==> src/rtl/regfile_ctrl_pkg.sv <==
// Shared types and sizes for the register-file write path.
// Holds the arbiter state enum and register-file geometry constants.
package regfile_ctrl_pkg;

    typedef enum logic {
        CLEAR = 1'b0,
        RUN   = 1'b1
    } state_t;

    localparam int RF_ADDR_W    = 4;
    localparam int RF_DATA_W    = 16;
    localparam int RF_NUM_REGS  = 16;
    localparam int RF_ZERO_ADDR = 0;

endpackage

==> src/rtl/rf_clear_seq.sv <==
// Zero-fill address sequencer: walks 0..NUM_REGS-1, one address per cycle.
// Ports: clk, rst (async high), start pulse in; busy, done (last address), cnt out.
module rf_clear_seq
    import regfile_ctrl_pkg::*;
#(
    parameter int ADDR_W   = RF_ADDR_W,
    parameter int NUM_REGS = RF_NUM_REGS
) (
    input  logic              clk,
    input  logic              rst,
    input  logic              start,
    output logic              busy,
    output logic              done,
    output logic [ADDR_W-1:0] cnt
);

    localparam logic [ADDR_W-1:0] LAST = ADDR_W'(NUM_REGS - 1);

    assign done = busy && (cnt == LAST);

    // Comes out of reset already busy so the file is scrubbed at power-up.
    always_ff @(posedge clk or posedge rst) begin
        if (rst) begin
            busy <= 1'b1;
            cnt  <= '0;
        end else if (start) begin
            busy <= 1'b1;
            cnt  <= '0;
        end else if (busy) begin
            if (done) begin
                busy <= 1'b0;
                cnt  <= '0;
            end else begin
                cnt <= cnt + 1'b1;
            end
        end
    end

endmodule

==> src/rtl/regfile_write_arbiter.sv <==
// Owns the register-file write port: arbitrates WB vs multi-cycle writes, runs zero-fill.
// Ports: clk, rst, clr_req/clr_busy, wb_*/mc_* valid-ready requesters, rf_load/rf_caddr/rf_c, grant_mc.
// Option: REGFILE_ARB_STARVE_GUARD_EN forces one mc write after STARVE_MAX denied cycles.
module regfile_write_arbiter
    import regfile_ctrl_pkg::*;
#(
    parameter int DATA_W     = RF_DATA_W,
    parameter int ADDR_W     = RF_ADDR_W,
    parameter int NUM_REGS   = RF_NUM_REGS,
    parameter int STARVE_MAX = 3
) (
    input  logic              clk,
    input  logic              rst,
    input  logic              clr_req,
    output logic              clr_busy,
    input  logic              wb_valid,
    input  logic [ADDR_W-1:0] wb_addr,
    input  logic [DATA_W-1:0] wb_data,
    output logic              wb_ready,
    input  logic              mc_valid,
    input  logic [ADDR_W-1:0] mc_addr,
    input  logic [DATA_W-1:0] mc_data,
    output logic              mc_ready,
    output logic              rf_load,
    output logic [ADDR_W-1:0] rf_caddr,
    output logic [DATA_W-1:0] rf_c,
    output logic              grant_mc
);

    localparam logic [ADDR_W-1:0] ZERO_ADDR = ADDR_W'(RF_ZERO_ADDR);

    if (STARVE_MAX < 1) begin : g_bad_starve
        $error("STARVE_MAX must be at least 1");
    end

    state_t            state_q;
    state_t            state_d;
    logic              seq_start;
    logic              seq_done;
    logic [ADDR_W-1:0] seq_cnt;
    logic              wb_acc;
    logic              mc_acc;
    logic              in_run;

    assign in_run    = (state_q == RUN);
    assign seq_start = in_run && clr_req;
    assign wb_acc    = wb_valid && wb_ready;
    assign mc_acc    = mc_valid && mc_ready;

    rf_clear_seq #(
        .ADDR_W   (ADDR_W),
        .NUM_REGS (NUM_REGS)
    ) u_clear_seq (
        .clk   (clk),
        .rst   (rst),
        .start (seq_start),
        .busy  (clr_busy),
        .done  (seq_done),
        .cnt   (seq_cnt)
    );

    always_ff @(posedge clk or posedge rst) begin
        if (rst) state_q <= CLEAR;
        else     state_q <= state_d;
    end

    always_comb begin
        state_d = state_q;
        unique case (state_q)
            CLEAR: if (seq_done) state_d = RUN;
            RUN:   if (clr_req)  state_d = CLEAR;
        endcase
    end

`ifdef REGFILE_ARB_STARVE_GUARD_EN
    localparam int SW = $clog2(STARVE_MAX + 1);
    localparam logic [SW-1:0] SMAX = SW'(STARVE_MAX);

    logic [SW-1:0] starve_q;
    logic          force_mc;

    // Only counts while mc is actually waiting; it saturates at SMAX
    // because that cycle always grants mc.
    assign force_mc = in_run && (starve_q == SMAX);

    always_ff @(posedge clk or posedge rst) begin
        if (rst) begin
            starve_q <= '0;
        end else if (in_run) begin
            if (clr_req)       starve_q <= '0;
            else if (mc_acc)   starve_q <= '0;
            else if (mc_valid) starve_q <= starve_q + 1'b1;
        end
    end

    always_comb begin
        wb_ready = 1'b0;
        mc_ready = 1'b0;
        if (force_mc) begin
            mc_ready = 1'b1;
        end else if (in_run) begin
            wb_ready = 1'b1;
            mc_ready = ~wb_valid;
        end
    end
`else
    always_comb begin
        wb_ready = 1'b0;
        mc_ready = 1'b0;
        if (in_run) begin
            wb_ready = 1'b1;
            mc_ready = ~wb_valid;
        end
    end
`endif

    // Writes to register 0 are accepted but never reach the file; the
    // address/data outputs keep their last real write in that case.
    always_ff @(posedge clk or posedge rst) begin
        if (rst) begin
            rf_load  <= 1'b0;
            rf_caddr <= '0;
            rf_c     <= '0;
            grant_mc <= 1'b0;
        end else if (!in_run) begin
            rf_load  <= 1'b1;
            rf_caddr <= seq_cnt;
            rf_c     <= '0;
        end else if (wb_acc) begin
            rf_load  <= (wb_addr != ZERO_ADDR);
            grant_mc <= 1'b0;
            if (wb_addr != ZERO_ADDR) begin
                rf_caddr <= wb_addr;
                rf_c     <= wb_data;
            end
        end else if (mc_acc) begin
            rf_load  <= (mc_addr != ZERO_ADDR);
            grant_mc <= 1'b1;
            if (mc_addr != ZERO_ADDR) begin
                rf_caddr <= mc_addr;
                rf_c     <= mc_data;
            end
        end else begin
            rf_load <= 1'b0;
        end
    end

endmodule
==> config.mk <==
export PLATFORM = sky130hd
export DESIGN_NAME = regfile_write_arbiter
export DESIGN_NICKNAME = d
export VERILOG_FILES = /design/src/rtl/regfile_ctrl_pkg.sv /design/src/rtl/rf_clear_seq.sv /design/src/rtl/regfile_write_arbiter.sv
export SDC_FILE = /design/constraint.sdc
export NUM_CORES = 1
export LEC_CHECK = 0
export CORE_UTILIZATION = 40
export CTS_CLUSTER_SIZE = 8
export DETAILED_ROUTE_END_ITERATION = 6
export HOLD_SLACK_MARGIN = 0.1
export MAX_ROUTING_LAYER = met4
export PLACE_DENSITY = 0.78
export SLEW_MARGIN = 10
export SYNTH_ARGS = -nofsm -noshare
export SYNTH_HDL_FRONTEND = slang
export SYNTH_SLANG_ARGS = --single-unit
==> constraint.sdc <==
create_clock -name clk -period 3.3 [get_ports clk]
set_clock_uncertainty 0.1 [all_clocks]
set_input_delay 0.66 -clock clk [delete_from_list [all_inputs] [get_ports clk]]
set_output_delay 0.66 -clock clk [all_outputs]
set_load 0.01 [all_outputs]
==> reports/metrics.yaml, run 1 <==
outcome: "finished, final reports clean"
finalWirelength_um: 3940
syn_to_final_growth_pct: 51.4
finalMaxSlewViolations: 0
rsz0062_at_grt: "false"
yosys.area_share.simple_pct: 6.09
yosysSeqAreaShare_pct: 46.8
hpwl_um: 2870
die_h_um: 63.2
yosys.area.top_type: "dfrtp_1"
post_synth.cell_area_avg_sq_um: 10.8
numPortBuffers: 69
path_buf_inv: 1
relSlewSlack_pct: 55.8
required_ns: 3.36
routedWlPerCell_um: 15.8
drc: 0
cts_tree: "built"
finalNetCount: 250
worst_slew_pin_slew_ns: 0.662
final_cells: 249
cts_resized: 0
initial_utilization_pct: 43.3
cap_violations: 0
grt_start_max_net_pins: 29
cts_sinks: 28
seqPwrFrac_pct: 46.1
yosysMostFrequentCell: "a211oi_1"
post-cts-setup-buffer-count: 0
insertion_delay_ns: 0.27
design_area_sq_mm: 0.00227
ys_ff_latch: 28
p_comb_share_pct: 36.5
gr-total-overflow: 0
met1_usage_pct: 27.6
drt-pass1-iter-count: 4
leakagePower_nw: 0.933
post-route-period-util_pct: 78.2
cp_max_fo: 21
syn-instance-count: 139
cp_cell_sequence: "clkdlybuf4s50_1 -> or4_4 -> a21o_1 -> a221o_1"
grtUsageMet2_pct: 34.3
cpLargestDelayFamily: "compound AO/OA/AOI/OAI gates"
post_drt_via_cell_ratio: 5.58
power_density_mw_per_mm2: 486
synthTopCellsByCount: "a211oi_1, dfrtp_1, mux2i_1"
diodes: 0
coreArea_sq_mm: 0.00347
synth.area.top_cells: "dfrtp_1, a211oi_1, mux2i_1"
busiest_layer: "met2"
first_global_vias: 1402
place_inst: 245
syn_area_sq_mm: 0.00150
ctsHoldBuffers: 0
crit_path_end_kind: "register"
synth_nets: 185
place.gp.congestion: 0.834
switchingPower_mw: 0.349
crit_type: "input pin to register"
cp-start-kind: "input pin"
fin_tns_setup_ns: 0
fp.dieW_um: 63.2
met3_usage_pct: 3.26
ys_warn_count: 0
power_frac_clock_pct: 17.4
dieArea_sq_mm: 0.00400
drt_iter0_drc: 102
setup_violations: 0
cts_max_level: 1
synthAdderAreaFrac_pct: 0.834
synth_async_sr_flop_share_pct: 100
synthMuxAreaShare_pct: 14.7
rows: 21
synth_xor_xnor_area_share_pct: 0.584
grt_first_pass_wirelength_um: 6600
min_period_ns: 2.58
layout-drive-gt1-share_pct: 5.91
utilization_pct: 65.5
swShare_pct: 31.6
crit_slowest_cell: "or4_4"
timing.fmax_mhz: 387
clockBufferDepth: 2
dpl-instance-area_sq_mm: 0.00223
dr_total_vias: 1390
final_hold_viol_count: 0
synth_edf_count: 0
synth-main-ff-cell: "dfrtp_1"
arrival_ns: 2.64
grt_use_total_pct: 21.5
synth_compound_gate_area_share_pct: 26.0
antenna_found_initial: 0
pin_count: 70
p_total_mw: 1.10
hold_class: "register to register"
synth_top_family_by_area: "compound AO/OA/AOI/OAI gates"
synth_top_cell_area_share_pct: 45.0
clk_pin_slew_ns: 0.09
vdd_drop_max_mv: 0.232
cts_buffers: 3
intPower_mw: 0.755
synth_cell_types: 28
ant_nets: 0
max_stage_delay_ns: 0.69
root_buffer: "clkbuf_8"
## area by class of cell
class	instances	area (sq um)
fillers	293	1200
repair buffers	75	736
multi-input cells	94	723
flip-flops and latches	28	702
well taps	46	57.6
clock buffers	4	45.0
inverters	2	7.51
## power by group through the flow
| stage | registers [mW] | clock network [mW] | logic, mW |
|---|---|---|---|
| 6_report | 0.509 | 0.192 | 0.403 |
| 5_1_grt | 0.523 | 0.220 | 0.441 |
| 4_1_cts | 0.509 | 0.197 | 0.407 |
| 3_5_place_dp | 0.515 | 0 | 0.406 |
| 3_3_place_gp | 0.511 | 0 | 0.396 |
| 2_1_floorplan | 0.511 | 0 | 0.203 |
## metrics by stage
step           setup slack [ns]  hold slack [ns]
5_1_grt                   0.677            0.522
6_report                  0.718            0.450
3_5_place_dp              0.453            0.447
3_3_place_gp              0.478            0.417
2_1_floorplan              1.27            0.449
4_1_cts                   0.740            0.464
## flip-flops by register name, summed over array words and instances, names as in the netlist
signal,count
rf_caddr,4
in_run,1
grant_mc,1
rf_c,16
u_clear_seq.busy,1
u_clear_seq.cnt,4
rf_load,1
## kinds of logic (layout without fill, tap and decap cells)
family / count (synthesis) / count (layout)
compound gates: 52 / 52
xor+xnor: 1 / 1
buf+inv: 17 / 81
simple gates: 18 / 18
flops: 28 / 28
fa+ha+maj: 1 / 1
mux: 22 / 22
## placed cells by master, fill, tap and decap left out, types with 2 or more instances in the layout
| cell type | Yosys | layout |
|---|---|---|
| clkdlybuf4s50_1 | 0 | 69 |
| a211oi_1 | 36 | 36 |
| dfrtp_1 | 27 | 27 |
| mux2i_1 | 22 | 22 |
| a21oi_1 | 6 | 6 |
| buf_4 | 0 | 6 |
| nor2_1 | 5 | 5 |
| nand2_1 | 5 | 5 |
| a221o_1 | 4 | 4 |
| clkbuf_8 | 0 | 3 |
| nand3_1 | 2 | 2 |
## final timing paths
path	slack, ns	endpoint	cells past startpoint	start
worst max-delay path	0.72	rf_caddr[1]	4	mc_addr[2]
worst max register to register	1.72	rf_caddr[3]	3	in_run
worst min-delay path	0.45	grant_mc	2	grant_mc
worst min register to register	0.45	grant_mc	2	grant_mc
min in group asynchronous	0.64	grant_mc	3	rst
max in group asynchronous	2.16	u_clear_seq.busy	3	rst
## layer usage
metal / routed length [um] / up-vias
met4: 80 / 0
li1: - / 668
met2: 1930 / 51
met3: 177 / 9
met1: 1750 / 662
met5: 0 / -
## worst reg2reg max path: stages, from the launching register on
cell and delay, ns:
dfrtp_1 0.61, clkinv_1 0.15, buf_4 0.25, a221o_1 0.36
No activity file was read; power rests on OpenSTA's default activity.
==> inputs of run 2 (changes only) <==
==> constraint.sdc (replaced) <==
create_clock -name clk -period 2.4 [get_ports clk]
set_clock_uncertainty 0.1 [all_clocks]
set_input_delay 0.48 -clock clk [delete_from_list [all_inputs] [get_ports clk]]
set_output_delay 0.48 -clock clk [all_outputs]
set_load 0.01 [all_outputs]
==> reports/metrics.yaml, run 2 (synthesized netlist as in run 1, its figures left out) <==
vdd_drop_max_mv: 0.283  # +22%
path_buf_inv: 2  # +1
mostFrequentLayoutCell: "clkdlybuf4s50_1"
post_drt_via_cell_ratio: 5.70  # +2.2%
layout_common_cells: "clkdlybuf4s50_1, a211oi_1, dfrtp_1"
coreArea_sq_mm: 0.00347  # unchanged
intPower_mw: 1.16  # +53%
p_comb_share_pct: 35.3  # -1.2 points
finalWirelength_um: 4180  # +6.2%
crit_path_end: "mc_ready"
worst_slew_pin_slew_ns: 0.354  # -0.309 ns
r2r_cells: 4  # +1
grt_first_pass_wirelength_um: 6820  # +3.3%
cts_buffers: 3  # unchanged
post-route-period-util_pct: 92.5
outcome: "finished, final reports clean"
syn_to_final_growth_pct: 56.3
numPortBuffers: 69  # unchanged
max_stage_delay_ns: 0.55  # -0.14 ns
hold_class: "input pin to asynchronous set/reset pin"
cts_max_level: 1  # unchanged
power_frac_clock_pct: 22.8  # +5.4 points
layout-drive-gt1-share_pct: 7.77  # +1.9 points
top_register: "rf_c"
cp.depth: 3  # -1
cts_tree: "built"
crit_path_end_kind: "output pin"
root_buffer: "clkbuf_8"
setup_violations: 0  # unchanged
final_hold_viol_count: 0  # unchanged
ant_nets: 0  # unchanged
cts_resized: 0  # unchanged
reg_top3: "rf_c (16), rf_caddr (4), u_clear_seq.cnt (4)"
pre_cts_ws_ns: -0.00966  # -0.463 ns
busiest_layer: "met2"
r2r_slack_ns: 1.00  # -0.72 ns
fp.dieW_um: 63.2  # unchanged
crit_slowest_cell: "clkdlybuf4s50_1"
met3_usage_pct: 3.08  # -0.18 points
required_ns: 1.82  # -1.54 ns
cap_violations: 0  # unchanged
die_h_um: 63.2  # unchanged
fin_tns_setup_ns: 0  # unchanged
finalNetCount: 253  # +1.2%
cp_cell_sequence: "clkdlybuf4s50_1 -> nor2_1 -> clkdlybuf4s50_1"
crit_start: "wb_valid"
setup_ws_ns: 0.181  # -0.538 ns
leakagePower_nw: 0.970  # +4.0%
grt_use_total_pct: 22.3  # +0.86 points
swShare_pct: 30.8  # -0.89 points
dr_total_vias: 1437  # +3.4%
rows: 21  # unchanged
relSlewSlack_pct: 76.4  # +21 points
utilization_pct: 67.6  # +2.1 points
power_density_mw_per_mm2: 712  # +46%
finalMaxSlewViolations: 0  # unchanged
routedWlPerCell_um: 16.6  # +4.9%
cts_sinks: 28  # unchanged
drt-pass1-iter-count: 4  # unchanged
initial_utilization_pct: 43.3  # unchanged
insertion_delay_ns: 0.28  # about the same
timing.fmax_mhz: 451
ctsHoldBuffers: 0  # unchanged
largest_reg_flops: 16  # unchanged
drt_iter0_drc: 97  # -4.9%
clockBufferDepth: 2  # unchanged
pin_count: 70  # unchanged
clk_pin_slew_ns: 0.10  # about the same
diodes: 0  # unchanged
switchingPower_mw: 0.513  # +47%
antenna_found_initial: 0  # unchanged
r2r_end: "rf_caddr[2]"
grt_start_max_net_pins: 29  # unchanged
met1_usage_pct: 26.2  # -1.5 points
arrival_ns: 1.64  # -1.00 ns
hpwl_um: 3040  # +5.9%
min_period_ns: 2.22
grtUsageMet2_pct: 40.1  # +5.8 points
cpLargestDelayFamily: "buffers and inverters"
first_global_vias: 1485  # +5.9%
place.gp.congestion: 0.791  # -5.2%
cp_max_fo: 2  # -90%
drc: 0  # unchanged
cp-start-kind: "input pin"
timing.rr.start: "in_run"
rsz0062_at_grt: "false"
dieArea_sq_mm: 0.00400  # unchanged
crit_type: "input pin to output pin"
crit_top_cell: "clkdlybuf4s50_1"
seqPwrFrac_pct: 41.8  # -4.3 points
hold_ws_ns: 0.447  # -0.00292 ns
gr-total-overflow: 0  # unchanged
post-cts-setup-buffer-count: 0  # unchanged
[run 2: final cells by class]
type	instances	area, sq um
timing repair buffer	78	783
inverter	2	7.51
multi-input combinational	94	723
fill	261	1120
tap	46	57.6
sequential	28	702
clock buffer	3	41.3
clock inverter	1	30.0
[run 2: worst min path at each step]
| stage | cells past startpoint | startpoint | to | slack, ns |
|---|---|---|---|---|
| 6_report | 3 | rst | grant_mc | 0.45 |
| 5_1_grt | 2 | grant_mc | grant_mc | 0.50 |
| 4_1_cts | 3 | rst | grant_mc | 0.46 |
| 3_5_place_dp | 2 | grant_mc | grant_mc | 0.44 |
| 3_3_place_gp | 2 | grant_mc | grant_mc | 0.41 |
| 2_1_floorplan | 1 | rst | grant_mc | 0.44 |
[run 2: routing by layer]
| metal | vias up | share of wire [%] |
|---|---|---|
| met3 | 5 | 4.4 |
| li1 | 673 | - |
| met1 | 701 | 43 |
| met5 | - | 0 |
| met4 | 0 | 0.86 |
| met2 | 58 | 52 |
[run 2: worst min-delay path, stage by stage]
cell and delay [ns]:
clkdlybuf4s50_1 0.39, inv_1 0.05, buf_4 0.32
[run 2: power groups by stage]
stage               registers (mW)  clock network (mW)  logic [mW]
floorplan                    0.703                   0       0.279
global placement             0.695                   0       0.563
detailed placement           0.703                   0       0.590
CTS                          0.695               0.381       0.592
global route                 0.711               0.404       0.637
finish                       0.698               0.381       0.590
[run 2: per-stage QoR]
| step | instances | total power, mW | instance area [sq um] |
|---|---|---|---|
| after detailed placement | 248 | 1.29 | 2270 |
| after CTS | 252 | 1.67 | 2340 |
| after floorplan | 139 | 0.981 | 1500 |
| after global placement | 248 | 1.26 | 2270 |
| after global routing | 252 | 1.75 | 2340 |
| final | 252 | 1.67 | 2340 |
==> inputs of run 3 (changes only) <==
--- a/config.mk
+++ b/config.mk
@@ -11,6 +11,7 @@
 export HOLD_SLACK_MARGIN = 0.1
 export MAX_ROUTING_LAYER = met4
 export PLACE_DENSITY = 0.78
+export SETUP_SLACK_MARGIN = 0.2
 export SLEW_MARGIN = 10
 export SYNTH_ARGS = -nofsm -noshare
 export SYNTH_HDL_FRONTEND = slang
==> reports/metrics.yaml, run 3 (synthesized netlist as in run 1, its figures left out) <==
p_total_mw: 1.67  # +0.22%
pin_count: 70  # unchanged
insertion_delay_ns: 0.28  # about the same
drt-pass1-iter-count: 4  # unchanged
utilization_pct: 67.6  # about the same
routedWlPerCell_um: 16.6  # +0.17%
post_drt_via_cell_ratio: 5.72  # +0.28%
min_period_ns: 2.12  # -0.101 ns
clk_pin_slew_ns: 0.10  # about the same
finalWirelength_um: 4190  # +0.17%
first_global_vias: 1488  # +0.20%
cp_cell_sequence: "clkdlybuf4s50_1 -> or4_4 -> a21o_1 -> buf_12 -> a211oi_1"
power_density_mw_per_mm2: 713  # +0.27%
top_register: "rf_c"
relSlewSlack_pct: 76.4  # about the same
dpl-instance-area_sq_mm: 0.00227  # unchanged
timing.fmax_mhz: 472  # +4.8%
hpwl_um: 3040  # unchanged
gr-total-overflow: 0  # unchanged
crit_slowest_cell: "or4_4"
finalNetCount: 253  # unchanged
diodes: 0  # unchanged
path_buf_inv: 2  # unchanged
cp_max_fo: 14  # +12
drc: 0  # unchanged
grt_first_pass_wirelength_um: 6840  # +0.19%
outcome: "finished, final reports clean"
ant_nets: 0  # unchanged
rsz0062_at_grt: "false"
initial_utilization_pct: 43.3  # unchanged
drt_iter0_drc: 82  # -15%
cts_resized: 1  # +1
layout_common_cells: "clkdlybuf4s50_1, a211oi_1, dfrtp_1"
antenna_found_initial: 0  # unchanged
place.gp.congestion: 0.791  # unchanged
max_stage_delay_ns: 0.55  # about the same
die_h_um: 63.2  # unchanged
hold_ws_ns: 0.446  # -0.000871 ns
arrival_ns: 2.21  # +0.57 ns
finalMaxSlewViolations: 0  # unchanged
vdd_drop_max_mv: 0.284  # +0.56%
crit_path_end_kind: "register"
root_buffer: "clkbuf_8"
layout-drive-gt1-share_pct: 7.77  # unchanged
cts_max_level: 1  # unchanged
syn_to_final_growth_pct: 56.2  # about the same
design_area_sq_mm: 0.00234  # about the same
grt_use_total_pct: 22.4  # +0.040 points
coreArea_sq_mm: 0.00347  # unchanged
reg_top3: "rf_c (16), rf_caddr (4), u_clear_seq.cnt (4)"
required_ns: 2.49  # +0.67 ns
grt_start_max_net_pins: 29  # unchanged
mostFrequentLayoutCell: "clkdlybuf4s50_1"
cap_violations: 0  # unchanged
hold_class: "input pin to asynchronous set/reset pin"
leakagePower_nw: 0.975  # +0.49%
clockBufferDepth: 2  # unchanged
rows: 21  # unchanged
final_hold_viol_count: 0  # unchanged
cp-start-kind: "input pin"
cts_sinks: 28  # unchanged
worst_slew_pin_slew_ns: 0.354  # +0.000781 ns
dieArea_sq_mm: 0.00400  # unchanged
fin_tns_setup_ns: 0  # unchanged
cts_buffers: 3  # unchanged
cpLargestDelayFamily: "buffers and inverters"
setup_violations: 0  # unchanged
fp.dieW_um: 63.2  # unchanged
largest_reg_flops: 16  # unchanged
dr_total_vias: 1441  # +0.28%
post-route-period-util_pct: 88.3  # -4.2 points
cts_tree: "built"
crit_type: "input pin to register"
post-cts-setup-buffer-count: 0  # unchanged
ctsHoldBuffers: 0  # unchanged
numPortBuffers: 69  # unchanged
## run 3: final timing paths
check	slack, ns	cells past startpoint	endpoint	start
max reg2reg	1.01	4	rf_caddr[2]	in_run
max in group asynchronous	1.45	3	u_clear_seq.busy	rst
min	0.45	3	grant_mc	rst
min in group clk	0.46	2	grant_mc	grant_mc
min reg2reg	0.46	2	grant_mc	grant_mc
max	0.28	5	rf_c[2]	mc_addr[2]
## run 3: power breakdown
part / internal (mW) / switching [mW] / leakage (nW)
Clock: 0.224 / 0.159 / 0.0357
Combinational: 0.345 / 0.244 / 0.575
Sequential: 0.585 / 0.114 / 0.364
## run 3: cell type report
cell class              instances  area (sq um)
fillers                       262          1120
repair buffers                 78           782
multi-input cells              94           723
flip-flops and latches         28           702
well taps                      46          57.6
clock buffers                   3          41.3
clock inverters                 1          30.0
inverters                       2          7.51
## run 3: per-stage QoR
stage / cells / worst slack [ns]
after floorplan: 139 / 0.553
after global placement: 248 / 0.0800
after detailed placement: 248 / -0.00966
after CTS: 252 / 0.279
after global routing: 252 / 0.218
final: 252 / 0.282
## run 3: routing by layer
layer | vias up | track usage, % | part of all wire [%]
li1 | 673 | - | -
met1 | 708 | 26.2 | 43
met2 | 55 | 40.2 | 52
met3 | 5 | 3.08 | 4.1
met4 | 0 | 5.68 | 0.86
met5 | - | - | 0
## run 3: worst min-delay path, stage by stage
cell and delay [ns]:
clkdlybuf4s50_1 0.39, inv_1 0.05, buf_4 0.32
